## config.mk

```make
export PLATFORM = sky130hd
export DESIGN_NAME = bram_fifo_ctrl
export DESIGN_NICKNAME = d
export VERILOG_FILES = /design/src/rtl/bram_fifo_ctrl.sv
export SDC_FILE = /design/constraint.sdc
export NUM_CORES = 1
export LEC_CHECK = 0
export CAP_MARGIN = 10
export CORE_MARGIN = 10
export CORE_UTILIZATION = 41
export DETAILED_ROUTE_END_ITERATION = 8
export PLACE_DENSITY = 0.82
export SLEW_MARGIN = 20
export SYNTH_ARGS = -nofsm -noshare
export SYNTH_HDL_FRONTEND = slang
export SYNTH_SLANG_ARGS = --single-unit
```

## constraint.sdc

```tcl
create_clock -name i_clock -period 3.7 [get_ports i_clock]
set_input_delay 1.11 -clock i_clock [delete_from_list [all_inputs] [get_ports i_clock]]
set_output_delay 1.11 -clock i_clock [all_outputs]
set_load 0.01 [all_outputs]
```

## src/rtl/bram_fifo_ctrl.sv

```systemverilog
// First-word-fall-through FIFO controller in front of an external 1R/1W block RAM.
// Pushes write straight through BRAM port B; port A prefetches into a 2-entry
// output buffer so the head is always registered and a pop can happen every cycle.
// Optional feature: define BRAM_FIFO_ERR_EN to add a sticky o_error port.
module bram_fifo_ctrl #(
  parameter int unsigned WIDTH    = 32,
  parameter int unsigned DEPTH    = 1024,
  parameter int unsigned ADDR_LSH = 2
) (
  input  logic                     i_clock,
  input  logic                     i_reset_n,
  input  logic                     i_push,
  input  logic [WIDTH-1:0]         i_wdata,
  output logic                     o_full,
  output logic                     o_valid,
  output logic [WIDTH-1:0]         o_rdata,
  input  logic                     i_pop,
  output logic [$clog2(DEPTH)+1:0] o_count,
  output logic                     o_pa_request,
  output logic [31:0]              o_pa_address,
  input  logic [WIDTH-1:0]         i_pa_rdata,
  input  logic                     i_pa_ready,
  output logic                     o_pb_request,
  output logic [31:0]              o_pb_address,
  output logic [WIDTH-1:0]         o_pb_wdata,
`ifdef BRAM_FIFO_ERR_EN
  output logic                     o_error,
`endif
  input  logic                     i_pb_ready
);

  localparam int unsigned AW = $clog2(DEPTH);

  logic [AW-1:0]    wr_ptr_q, wr_ptr_d;
  logic [AW-1:0]    rd_ptr_q, rd_ptr_d;
  logic [AW:0]      mem_count_q, mem_count_d;
  logic             inflight_q, inflight_d;
  logic [1:0]       buf_cnt_q, buf_cnt_d;
  logic [WIDTH-1:0] buf0_q, buf0_d;
  logic [WIDTH-1:0] buf1_q, buf1_d;
  logic [AW+1:0]    count_q, count_d;

  logic             push_acc;
  logic             pop_acc;
  logic             rd_issue;
  logic             capture;
  logic [2:0]       occ_after_pop;
  logic [1:0]       cnt_after_pop;

  // Handshakes, read-issue decision and BRAM port drive
  always_comb begin
    o_full        = (mem_count_q == (AW+1)'(DEPTH));
    o_valid       = (buf_cnt_q != 2'd0);
    o_rdata       = buf0_q;
    o_count       = count_q;
    push_acc      = i_push & ~o_full;
    pop_acc       = i_pop & o_valid;
    capture       = inflight_q & i_pa_ready;
    // Words already headed for the buffer once this cycle's pop is taken out
    occ_after_pop = {1'b0, buf_cnt_q} + {2'b00, inflight_q} - {2'b00, pop_acc};
    rd_issue      = (mem_count_q != '0) & (occ_after_pop < 3'd2);
    o_pb_request  = push_acc;
    o_pb_address  = 32'(wr_ptr_q) << ADDR_LSH;
    o_pb_wdata    = i_wdata;
    o_pa_request  = rd_issue;
    o_pa_address  = 32'(rd_ptr_q) << ADDR_LSH;
  end

  // Next-state for pointers, occupancy and the output buffer
  always_comb begin
    wr_ptr_d    = wr_ptr_q + AW'(push_acc);
    rd_ptr_d    = rd_ptr_q + AW'(rd_issue);
    mem_count_d = mem_count_q + (AW+1)'(push_acc) - (AW+1)'(rd_issue);
    inflight_d  = rd_issue | (inflight_q & ~i_pa_ready);

    buf0_d        = buf0_q;
    buf1_d        = buf1_q;
    cnt_after_pop = buf_cnt_q - {1'b0, pop_acc};
    if (pop_acc) begin
      buf0_d = buf1_q;
    end
    // Returned word lands at the first free slot after the pop shift
    if (capture) begin
      if (cnt_after_pop == 2'd0) begin
        buf0_d = i_pa_rdata;
      end else begin
        buf1_d = i_pa_rdata;
      end
    end
    buf_cnt_d = cnt_after_pop + {1'b0, capture};

    count_d = (AW+2)'(mem_count_d) + (AW+2)'(inflight_d) + (AW+2)'(buf_cnt_d);
  end

  // State registers
  always_ff @(posedge i_clock or negedge i_reset_n) begin
    if (!i_reset_n) begin
      wr_ptr_q    <= '0;
      rd_ptr_q    <= '0;
      mem_count_q <= '0;
      inflight_q  <= 1'b0;
      buf_cnt_q   <= 2'd0;
      buf0_q      <= '0;
      buf1_q      <= '0;
      count_q     <= '0;
    end else begin
      wr_ptr_q    <= wr_ptr_d;
      rd_ptr_q    <= rd_ptr_d;
      mem_count_q <= mem_count_d;
      inflight_q  <= inflight_d;
      buf_cnt_q   <= buf_cnt_d;
      buf0_q      <= buf0_d;
      buf1_q      <= buf1_d;
      count_q     <= count_d;
    end
  end

`ifdef BRAM_FIFO_ERR_EN
  logic err_q, err_d;
  logic pb_pend_q;

  // Sticky error: illegal push/pop, or a write that was not acked the next cycle
  always_comb begin
    err_d   = err_q | (i_push & o_full) | (i_pop & ~o_valid) | (pb_pend_q & ~i_pb_ready);
    o_error = err_q;
  end

  // Error flag and pending-write tracker
  always_ff @(posedge i_clock or negedge i_reset_n) begin
    if (!i_reset_n) begin
      err_q     <= 1'b0;
      pb_pend_q <= 1'b0;
    end else begin
      err_q     <= err_d;
      pb_pend_q <= o_pb_request;
    end
  end
`else
  // Write ack only matters to the error check
  logic unused_pb_ready;
  assign unused_pb_ready = i_pb_ready;
`endif

endmodule

```

* Yosys cells after proc, flatten, opt, wreduce, memory -nomap -nowiden
Cells that the tools add are included. W data, S select, Z words.
Storage, ports and cells: bits in registers 110, input bits 70, output and inout port bits 144, word-level logic and storage cells 36
Operators by class: add/sub/neg operators 10, $lt $le $gt $ge 1, equal/unequal tests 1, muxes and demuxes 3, bitwise gates (word level) 9, reduce and logical (&&, ||, !) cells 4
Operators with widths (count):
- $mux W32 | 3
- $add A10 B1 Y10 | 2
- $add A11 B1 Y12 | 1
- $add A12 B2 Y12 | 1
- $add A11 B1 Y11 | 1
- $eq A11 B11 Y1 const B | 1
- $reduce_bool A11 Y1 | 1
- $sub A11 B1 Y11 | 1
- $and A1 B1 Y1 | 5
- $add A2 B1 Y3 | 1
- $lt A3 B2 Y1 const B | 1
- $not A1 Y1 | 3
- $sub A3 B1 Y3 | 1
- $add A2 B1 Y2 | 1
- $logic_not A2 Y1 | 1
- $reduce_and A2 Y1 | 1
- $reduce_bool A2 Y1 | 1
- $sub A2 B1 Y2 | 1
- $or A1 B1 Y1 | 1

* Logic depth before layout (Yosys ltp)
word-level depth 8, mapped depth 19, mapped depth without buffers 19

* Worst setup path after synthesis
No wires, ideal clock.
path kind input -> register, from input port i_pop, to register count_q[10], in the netlist o_count[10], library setup time 0.129 ns, arrival 4.561 ns, data required time 3.571 ns, slack -0.989 ns, cell stages on the path 18, buffers on the path 0, cell sequence nand3_1 -> o21ai_1 -> nand2_1 -> fa_1 -> xnor2_1 -> nand3_1 -> inv_1 -> ha_1 -> inv_1 -> ha_1 -> fa_1 -> inv_1 -> fa_1 -> nor2_1 -> o21ai_0 -> a2111oi_4 -> nand4_1 -> xnor2_1
On the way: longest elaborated chain between the ends 7, elaborated cells between the ends (all ways) 10, classes of those cells add/sub (6); order compare (1); bitwise (3)
RTL lines:
- start: declaration | line 17 | input logic i_pop,
- $and A1 B1 Y1 | line 57 | pop_acc = i_pop & o_valid;
- $sub A3 B1 Y3 | line 60 | occ_after_pop = {1'b0, buf_cnt_q} + {2'b00, inflight_q} - {2'b00, pop_acc};
- $lt A3 B2 Y1 | line 61 | rd_issue = (mem_count_q != '0) & (occ_after_pop < 3'd2);
- $and A1 B1 Y1 | line 61
- named net o_pa_request | line 19 | output logic o_pa_request,
- $sub A11 B1 Y11 | line 73 | mem_count_d = mem_count_q + (AW+1)'(push_acc) - (AW+1)'(rd_issue);
- named net mem_count_d[1] | line 36 | logic [AW:0] mem_count_q, mem_count_d;
- $add A11 B1 Y12 | line 92 | count_d = (AW+2)'(mem_count_d) + (AW+2)'(inflight_d) + (AW+2)'(buf_cnt_d);
- $add A12 B2 Y12 | line 92
- named net count_d[10] | line 41 | logic [AW+1:0] count_q, count_d;
- end signal: assignment | line 114 | count_q <= count_d;
- end: declaration | line 41
The timed path passes the listed nets, and every way through them passes these cells. A chain may end at the register's enable or synchronous reset.

* Worst setup path after layout
from input port i_pop, to register count_q[10], in the netlist o_count[10]
On the way: longest elaborated chain between the ends 7, elaborated cells between the ends (all ways) 10, classes of those cells add/sub (6); order compare (1); bitwise (3)
RTL lines (line):
- $and A1 B1 Y1 | 57
- $sub A3 B1 Y3 | 60
- $lt A3 B2 Y1 | 61
- $and A1 B1 Y1 | 61
- $sub A11 B1 Y11 | 73
- named net mem_count_d[1] | 36
- $add A11 B1 Y12 | 92
- $add A12 B2 Y12 | 92
- named net count_d[10] | 41
The timed path passes the listed nets, and every way through them passes these cells.

==> run summary <==
Die footprint = 19,100 sq um
Synthesized flop and latch total = 110
Top achievable clock speed = 252 MHz
WS Path Type = input pin to flop
Hold WC Path Type = flop to flop
Initial Utilization = 41.6%
Syn_area_per_cell = 11.2 sq um
Adder-cell share of the synthesized area = 6.21%
Switch share = 38.4%
Area Overhead vs Synth = 29.6%
Gate power share = 62.4%
Sequential area share after synthesis = 48.1%
Design area = 7420 sq um
Die Span Y = 138 microns
Rel. slew slack = 43.1%
Post-synth EDFFs = 0
Fillers = 1,181
Fraction of registers with async set/reset = 100%
Initial antenna violation count = 0
Nets = 715
Setup ws final = -275 ps
Crit start category = input pin
Unique cell type count in the Yosys netlist = 48
Area after DPL = 6940 sq um
Worst Clk Skew = 6.32 ps
Tcrit/Tclk final = 107%
# DRC = 0
Power Dens Cells = 1160 nW/um^2
Largest net degree at the start of global routing = 68
N_diodes = 0
Pwr Total = 8.60 mW
WHS = 480 ps
Worst setup EP type = flop
Synthesized area = 5730 sq um
HPWL Detailed = 9.75 mm
DR WL/cell = 16.1 microns
CP required = 3930 ps
R2R Setup Slk = 20 ps
Worst Path Arrival = 4200 ps
Area fraction in compound gates after synthesis = 7.36%
Worst ir drop on vdd = 0.552 mV
CTS Buffer Depth = 2
Min Tclk post-route = 3980 ps
Vias in the first global route = 4,004
Unrepaired setup endpoints after global routing = true
Vias = 3,830
PortBufs = 104
Reg-to-reg endpoint = o_count[10]
Clock share of power = 12.2%
Leak pwr = 3.40 nW
TritonRoute pass-1 iters = 4
Hold path depth = 1
Num CTS Buffers = 9
Status = complete, but fails checks
Clock Latency Late Sink = 340 ps
Path depth of the worst reg2reg path = 19
CP endpoint = o_count[10]
Yosys Warn Count = 0
Die X = 138 microns
H-Tree Level Count = 3
Tightest Pin Transition = 853 ps
Antenna viol nets, final = 0
Row Count = 43
CTS root buf = clkbuf_16
Routed vias/inst = 4.76
GRT Total Usage = 13.2%
Max Slew Vio Count = 0
Share of post-route cells with drive strength above 1 = 21.5%
Area of the core = 13,800 sq um
CTS tree = built
Final Hold Fails = 0
Clock transition at path regs = 70 ps
Mux share of post-synthesis cell area = 11.9%
Post-Route WL = 12.9 mm
Clk sinks = 110
Main flop type after synthesis = dfrtp_1
Violated checks = negative setup slack
Sw power = 3.30 mW
XOR/XNOR share of the synthesized area = 5.31%
DR iter-0 viols = 202
Count of final setup violators = 9
Largest family of logic cells by synthesized area = buffers and inverters
P_int = 5.30 mW
Gpl congestion = 0.876
DP Worst Slack = -1210 ps
Util after Layout = 53.9%
Max cap viols = 0
Total congestion overflow = 0
Critical path origin = i_pop
I/O Pins = 214
Synth Area in Simple Gates = 7.98%
First-pass GRT wire length = 21.1 mm
Sequential fraction of design power = 25.5%
Cell count after synthesis = 509
R2r startpoint = buf_cnt_q[0]
CP max FO = 3
[cell usage after synthesis (all sizes together) (2+ instances only)]
master / number / area share [%]
mux2i: 32 / 5.6
inv: 35 / 2.3
nand2b: 3 / 0.33
mux2: 32 / 6.3
nand4: 4 / 0.44
and3b: 3 / 0.46
nor2: 7 / 0.46
and2: 2 / 0.22
or3: 2 / 0.22
a21oi: 9 / 0.98
xnor2: 28 / 4.5
nor3: 2 / 0.17
o21ai: 39 / 3.4
buf: 82 / 10
nand3: 14 / 1.3
and3: 5 / 0.55
fa: 4 / 1.4
dfrtp: 110 / 48
clkbuf: 6 / 0.39
ha: 22 / 4.8
xor2: 5 / 0.76
o21bai: 2 / 0.26
nand2: 42 / 2.8
[layer usage]
metal  track usage, %  wire [microns]  vias up
li1                 -               -     1812
met1             16.3            5630     1878
met2             21.3            6210      115
met3             4.62             869       25
met4             3.61             197        0
met5                0               0        -
[flip-flops by register name, summed over array words and instances, names as in the netlist]
name / flops
mem_count_q: 11
buf1_q: 32
o_rdata: 32
rd_ptr_q: 10
wr_ptr_q: 10
inflight_q: 1
buf_cnt_q: 2
o_count: 12
[worst min-delay path by stage]
stage	start	to
finish	wr_ptr_q[9]	wr_ptr_q[9]
global route	rd_ptr_q[9]	rd_ptr_q[9]
CTS	wr_ptr_q[9]	wr_ptr_q[9]
detailed placement	rd_ptr_q[9]	rd_ptr_q[9]
floorplan	buf1_q[0]	buf1_q[0]
global placement	rd_ptr_q[9]	rd_ptr_q[9]
[critical path: stages]
cell,delay [ps]
buf_8,90
nand3_4,90
o21ai_4,80
nand2_2,70
fa_2,370
xnor2_2,150
nand3_2,70
inv_2,50
ha_4,260
inv_2,40
ha_4,150
fa_2,550
inv_2,40
fa_2,350
nor2_2,110
o21ai_2,90
a2111oi_4,220
nand4_1,150
xnor2_1,150
[cells in the final DEF (no fill, tap or decap), drive strengths merged, types with 2 or more instances in the layout]
cell           synthesis  layout
conb                   1      44
dfrtp                110     110
and2                   2       2
xor2                   5       5
mux2i                 32      32
and3                   5       5
nand4                  4       4
nand2b                 3       3
inv                   35      35
nand3                 14      14
buf                   82      43
nor2                   7       7
clkdlybuf4s50          0     101
xnor2                 28      28
nor3                   2       2
nand2                 42      42
a21oi                  9       9
or3                    2       2
fa                     4       4
clkbuf                 6      11
ha                    22      22
o21bai                 2       2
mux2                  32      32
clkinv                 0       3
o21ai                 39      39
and3b                  3       3
bufinv                 0       2
[power groups by stage]
stage	Combinational (mW)	Clock (mW)	Sequential, mW
2_1_floorplan	2.76	0	2.29
3_3_place_gp	4.68	0	2.18
3_5_place_dp	4.86	0	2.22
4_1_cts	5.14	1.07	2.20
5_1_grt	5.84	1.12	2.27
6_report	5.36	1.05	2.19
[cell families (layout without fill, tap and decap cells)]
logic type / count (synthesis) / count (layout)
xor+xnor: 33 / 33
compound gates: 61 / 61
buf+inv: 123 / 195
other cells: 1 / 44
simple gates: 91 / 91
fa+ha+maj: 26 / 26
flops: 110 / 110
mux: 64 / 64
[per-stage QoR]
stage / TNS [ps] / cells
4_1_cts: -1490 / 801
3_5_place_dp: -18620 / 783
2_1_floorplan: -2850 / 552
6_report: -1840 / 804
5_1_grt: -2970 / 804
3_3_place_gp: -16850 / 783
[cell type report]
class	instances	area [sq um]	share of cell area (%)
clock inverters	5	82.6	1.11
flip-flops and latches	110	2750	37.1
inverters	35	131	1.77
multi-input cells	319	2590	34.9
well taps	180	225	3.03
repair buffers	144	1400	18.9
clock buffers	11	243	3.27
[what timing repair did]
| item | CTS | global route |
|---|---|---|
| hold endpoints to repair | 0 | 0 |
| pin swaps | 4 | 8 |
| setup buffers | 2 | 5 |
| setup endpoints to repair | 21 | 12 |
| hold buffers | 0 | 0 |
| gates resized for setup | 20 | 12 |
(Power assumes the default switching activity.)
